## config.mk

```make
export PLATFORM = sky130hd
export DESIGN_NAME = prog_clock_divider
export DESIGN_NICKNAME = d
export VERILOG_FILES = /design/src/rtl/prog_clock_divider.sv
export SDC_FILE = /design/constraint.sdc
export NUM_CORES = 1
export LEC_CHECK = 0
export ABC_AREA = 1
export BUFFER_PORTS_ARGS = -buffer_cell sky130_fd_sc_hd__buf_2
export CAP_MARGIN = 20
export CORE_UTILIZATION = 40
export DETAILED_ROUTE_END_ITERATION = 16
export PLACE_DENSITY = 0.64
export SLEW_MARGIN = 10
export SYNTH_ARGS = -nofsm -noshare
export SYNTH_HDL_FRONTEND = slang
export SYNTH_SLANG_ARGS = --single-unit
```

## constraint.sdc

```tcl
create_clock -name clock -period 2.61 [get_ports clock]
set_input_delay 0.522 -clock clock [delete_from_list [all_inputs] [get_ports clock]]
set_output_delay 0.522 -clock clock [all_outputs]
set_load 0.01 [all_outputs]
```

## src/rtl/prog_clock_divider.sv

```systemverilog
// Programmable clock divider: a registered square wave and a one-cycle tick per period of N clocks.
// A new divisor is held pending and applied only at a period boundary (or while idle), so periods are never cut.
module prog_clock_divider #(
  parameter int WIDTH           = 16,
  parameter int DEFAULT_DIVISOR = 50
) (
  input  logic             clock,
  input  logic             reset,
  input  logic             enable,
  input  logic             divisor_load,
  input  logic [WIDTH-1:0] divisor_in,
  output logic             divided_clock,
  output logic             tick,
  output logic [WIDTH-1:0] divisor_active,
  output logic             load_pending,
  output logic             load_error
);

  typedef enum logic {IDLE, RUN} state_t;

  state_t           state, state_next;
  logic [WIDTH-1:0] count, count_next;
  logic [WIDTH-1:0] pending, pending_next;
  logic [WIDTH-1:0] divisor_next;
  logic [WIDTH-1:0] high_len;
  logic             divided_clock_next, tick_next, load_pending_next, load_error_next;
  logic             load_ok, load_bad, wrap, apply;

  assign load_ok  = divisor_load && (divisor_in >= WIDTH'(2));
  assign load_bad = divisor_load && (divisor_in <  WIDTH'(2));
  assign wrap     = (state == RUN) && enable && (count == divisor_active - WIDTH'(1));
  assign apply    = load_pending && ((state == IDLE) || wrap);
  // Odd divisors get the extra cycle in the high phase.
  assign high_len = divisor_active - (divisor_active >> 1);

  always_comb begin
    state_next         = state;
    count_next         = count;
    divided_clock_next = divided_clock;
    tick_next          = tick;
    divisor_next       = divisor_active;
    pending_next       = pending;
    load_pending_next  = load_pending;
    load_error_next    = load_bad;

    if (apply) begin
      divisor_next      = pending;
      load_pending_next = 1'b0;
    end

    case (state)
      IDLE: begin
        count_next         = '0;
        divided_clock_next = 1'b0;
        tick_next          = 1'b0;
        if (enable) begin
          state_next         = RUN;
          divided_clock_next = 1'b1;
          tick_next          = 1'b1;
        end
      end
      RUN: begin
        if (!enable) begin
          state_next         = IDLE;
          count_next         = '0;
          divided_clock_next = 1'b0;
          tick_next          = 1'b0;
        end else if (wrap) begin
          count_next         = '0;
          divided_clock_next = 1'b1;
          tick_next          = 1'b1;
        end else begin
          // Outputs are computed from the next count so they line up with it.
          count_next         = count + WIDTH'(1);
          divided_clock_next = (count_next < high_len);
          tick_next          = 1'b0;
        end
      end
      default: state_next = IDLE;
    endcase

    // A load on the same edge as an application becomes the new pending value.
    if (load_ok) begin
      pending_next      = divisor_in;
      load_pending_next = 1'b1;
    end
  end

  always_ff @(posedge clock) begin
    if (reset) begin
      state          <= IDLE;
      count          <= '0;
      divided_clock  <= 1'b0;
      tick           <= 1'b0;
      divisor_active <= WIDTH'(DEFAULT_DIVISOR);
      pending        <= WIDTH'(DEFAULT_DIVISOR);
      load_pending   <= 1'b0;
      load_error     <= 1'b0;
    end else begin
      state          <= state_next;
      count          <= count_next;
      divided_clock  <= divided_clock_next;
      tick           <= tick_next;
      divisor_active <= divisor_next;
      pending        <= pending_next;
      load_pending   <= load_pending_next;
      load_error     <= load_error_next;
    end
  end

endmodule

```

-- Word-level counts from Yosys, hierarchy flattened
Index checks and enable logic that the tools add are counted.
- flip-flop bits (word level): 53
- output and inout port bits: 20
- add/subtract/negate cells: 3
- magnitude comparators: 3
- equal/unequal tests: 1
- multiplexer cells: 12
- bitwise gates (word level): 1
- reductions and logical operators: 7
- operators by type and width (kind ; count):
    16-bit two-way mux ; 2
    16-bit case mux with 2 select lines ; 1
    16-bit by 1-bit adder with 16-bit output (second input constant) ; 1
    16-bit == test ; 1
    16-bit by 2-bit greater-or-equal comparator with 1-bit output (second input constant) ; 1
    16-bit less-than comparator ; 1
    16-bit by 2-bit less-than comparator with 1-bit output (second input constant) ; 1
    16-bit by 1-bit subtractor with 16-bit output (second input constant) ; 1
    16-bit by 15-bit subtractor with 16-bit output ; 1
    1-bit two-way mux ; 7
    1-bit logical AND ; 5
    1-bit case mux with 2 select lines ; 2
    2-bit nonzero test ; 1
    1-bit logical OR ; 1
    1-bit NOT ; 1

-- Depth between registers and ports, before layout
- word-level depth: 7
- depth in mapped cells: 18

-- Least setup slack after synthesis
No wires, ideal clock.
- path kind: flip-flop to flip-flop
- from: reg divisor_active[2]
- to: reg divided_clock
- setup time: 122 ps
- arrival: 2755 ps
- required time: 2488 ps
- slack: -267 ps
- cell stages (with the launch flop): 15
- period minus slack after synthesis: 2877 ps
- path through: dfxtp_1 > inv_1 > ha_1 > o31ai_1 > a21boi_1 > o21ai_0 > a21boi_1 > o21ai_0 > xor2_1 > ha_1 > inv_1 > nor3_1 > o21ai_0 > a21oi_1 > o22ai_1
- cells in the longest elaborated chain, start to end: 6
- elaborated cells on any way between the ends: 8
- those cells by class: 2 x add/sub; 1 x order compare; 1 x eq/ne; 3 x mux; 1 x reduce/logical
- ends and longest elaborated chain (element ; line ; text):
    from (decl) ; 14 ; output logic [WIDTH-1:0] divisor_active,
    from (signal assigned) ; 95 ; divisor_active <= WIDTH'(DEFAULT_DIVISOR);
    from (signal assigned) ; 104 ; divisor_active <= divisor_next;
    branches (longest 3 deep; another with 16-bit by 15-bit subtractor with 16-bit output) ; n/a ;
    1-bit two-way mux (*) ; 68 ; end else if (wrap) begin
    1-bit two-way mux (*) ; 63 ; if (!enable) begin
    1-bit case mux with 2 select lines (*) ; 51 ; case (state)
    to (signal assigned) ; 102 ; divided_clock <= divided_clock_next;
    to (decl) ; 12 ; output logic divided_clock,
Mark *: on every way between the ends.
A chain may end at the register's enable or synchronous reset.

-- Worst setup path in the final report
- from: reg divisor_active[3]
- to: reg divided_clock
Same word-level chain as after synthesis.

==> results.toml <==
[clock_network]
htreeDepth = 2
cts_root_buf = "clkbuf_8"
cts.clk_slew.worst_paths_ns = 0.10
clock_latency_ns = 0.32
cts.sinks = 53
clk_path_buf_depth = 2
cts_inserted_buffers = 5
cts_tree = "done"
cts_hold_buf = 0

[setup_path]
critPathLaunch = "divisor_active[3]"
crit_required_ns = 2.86
crit_family = "compound AO/OA/AOI/OAI gates"
path_cells = "inv_6 -> ha_4 -> inv_4 -> a21oi_4 -> o31ai_4 -> a21boi_2 -> buf_4 -> o21ai_2 -> a21boi_2 -> buf_4 -> xor2_1 -> ha_1 -> a21oi_2 -> nor3_1 -> a211oi_1 -> a21oi_1 -> o22ai_1"
slowest_delay_ns = 0.38
cp_num_cells = 17
reg2reg_depth = 17
worstPathBufferInverterCount = 4
critPathCaptureType = "register"
path_class = "reg -> reg"
reg2reg_to = "divided_clock"
startpoint_type = "register"
cp-endpoint = "divided_clock"
cp_max_fo = 4
cpMaxStageDelayCell = "dfxtp_4"
reg2reg_setup_slack_ns = -0.30
reg2reg_from = "divisor_active[3]"
crit_arrival_ns = 3.16

[route]
drcViolationCount = 0
drt_iter0_drc = 103
firstDrtPassIters = 4
routedWlPerCell_um = 12.4
routed_wl_um = 10400
viasPerCell = 4.75
ant_nets = 0
vias = 3967

[timing]
tightestPinTransition_ns = 0.400
hold_viol_final = 0
rsz0062_at_grt = "true"
fin_ws_ns = -0.304
finalCriticalPeriod_ns = 2.91
holdWs_ns = 0.369
max_freq_ghz = 0.343
fin_setup_tns_ns = -0.304
setup_viol = 1
drv_slew = 0
finalCritPeriodShare_pct = 112
relSlewSlack_pct = 73.3
clock_skew_ns = 0.00872

[cells_and_area]
final_cell_mix = "nand2_1 (117), inv_1 (98), buf_4 (67)"
final_common_cell = "nand2_1"
antennaDiodeCount = 0
multi_input_area_um2 = 2690
nNetsFinal = 771
drive_gt1_share_pct = 22.8
fin_area_um2 = 5130
area_growth_pct = 26.5
fillers = 1032
stdcell_count = 835
ff_latch_area_um2 = 1070
utilization_pct = 52.2

[min_path]
min_path_type = "in -> reg"
holdPathStages = 2

[synthesis]
ys_types = 42
syn-mean-instance-area_um2 = 6.76
synth_area_um2 = 4060
synthArstFlopShare_pct = 0
yosysWarnings = 0
seq_area_frac_synth_pct = 26.2
synth_edf_count = 0
ys_seq_elements = 53
syn_nets = 670
synthCells = 600
ys.flop_type = "dfxtp_1"

[power_and_ir_drop]
totalPowerFinal_mw = 2.27
p_leak_nw = 2.56
vdd.ir_drop.worst_uv = 330
power.density_nw_per_um2 = 443

[global_route]
track_usage_pct = 21.1
grt_max_degree = 34
grt_overflow = 0
grt_busiest_layer = "met2"
grt.met2_usage_pct = 36.9
antenna_found_initial = 0
grt_use_met3_pct = 2.78
grtUsageMet1_pct = 26.9
grt_pass1_wl_um = 17200
grt_pass1_vias = 3810

[placement]
gp_congestion = 0.930
dpl-instance-area_um2 = 4900
dp_slack_ns = -0.211
port_buffers = 39
dpl.cell_count = 825
dpl.hpwl_um = 8550

[die]
die-area_um2 = 10500
core_um2 = 9820
start_util_pct = 41.3
fp.dieH_um = 103
rows = 36
die_x_um = 103
pin_count = 40

[job]
cap_violations = 0

[run_status]
status = "finished, violations left"
violations = "negative setup slack"
-- area by class of cell --
type | instances | area share [%]
clock buffer | 6 | 1.41
sequential | 53 | 20.9
timing repair buffer | 107 | 14.0
clock inverter | 2 | 0.293
inverter | 104 | 7.76
multi-input combinational | 430 | 52.4
tap | 133 | 3.24
-- how the worst min path moves through the flow --
stage                        end        start
floorplan             pending[0]   pending[0]
global placement     pending[10]  pending[10]
detailed placement   pending[15]  pending[15]
CTS                 load_pending        reset
global route        load_pending        reset
finish              load_pending        reset
-- registers in the layout, indices dropped and copies added (netlist names) --
register / flops
count: 16
tick: 1
load_error: 1
divided_clock: 1
state: 1
load_pending: 1
pending: 16
divisor_active: 16
-- cells by family (layout without fill, tap and decap cells) --
group / Yosys count / count (layout) / share of synthesized area [%]
adder cells (fa/ha/maj): 50 / 50 / 15.6
AND/OR/NAND/NOR: 258 / 258 / 27.9
AO/OA/AOI/OAI: 89 / 89 / 11.6
XOR/XNOR: 33 / 33 / 7.13
flip-flops: 53 / 53 / 26.2
buffers and inverters: 117 / 219 / 11.5
-- Yosys cell counts, types with 2 or more instances --
library cell	count	area, µm²
nor2_1	61	229
inv_2	3	11.3
a21boi_1	2	15.0
buf_6	3	33.8
ha_1	49	613
inv_1	101	379
nor2_2	6	37.5
nor3_1	5	25.0
nand2b_1	2	12.5
nand3_1	49	245
nand2_1	117	439
xor2_1	27	236
nand2_2	3	18.8
a21oi_1	50	250
xnor2_1	6	52.6
o21ai_0	27	135
dfxtp_1	53	1060
nand4_1	3	18.8
buf_2	2	10.0
a211oi_1	2	15.0
clkbuf_1	6	22.5
nor4_1	3	18.8
-- per-layer routing --
metal	routed length, µm	vias up	share of wire [%]
met5	0	-	0
li1	-	2112	-
met1	4840	1772	47
met2	4940	70	48
met4	174	0	1.7
met3	407	13	3.9
-- what timing repair did --
item | 4_1_cts | 5_1_grt
endpoints found under the setup margin | 1 | 16
buffers inserted | 1 | 1
hold endpoints to repair | 0 | 0
resized for setup | 1 | 25
pin swaps | 2 | 14
-- power breakdown --
group	internal, mW	total [mW]	switching, mW	leakage [nW]
combinational	0.410	0.917	0.507	2.09
clock	0.190	0.488	0.298	0.0374
sequential	0.847	0.866	0.0198	0.435
total	1.45	2.27	0.825	2.56
Note: power is estimated with default switching activity, not from simulation.
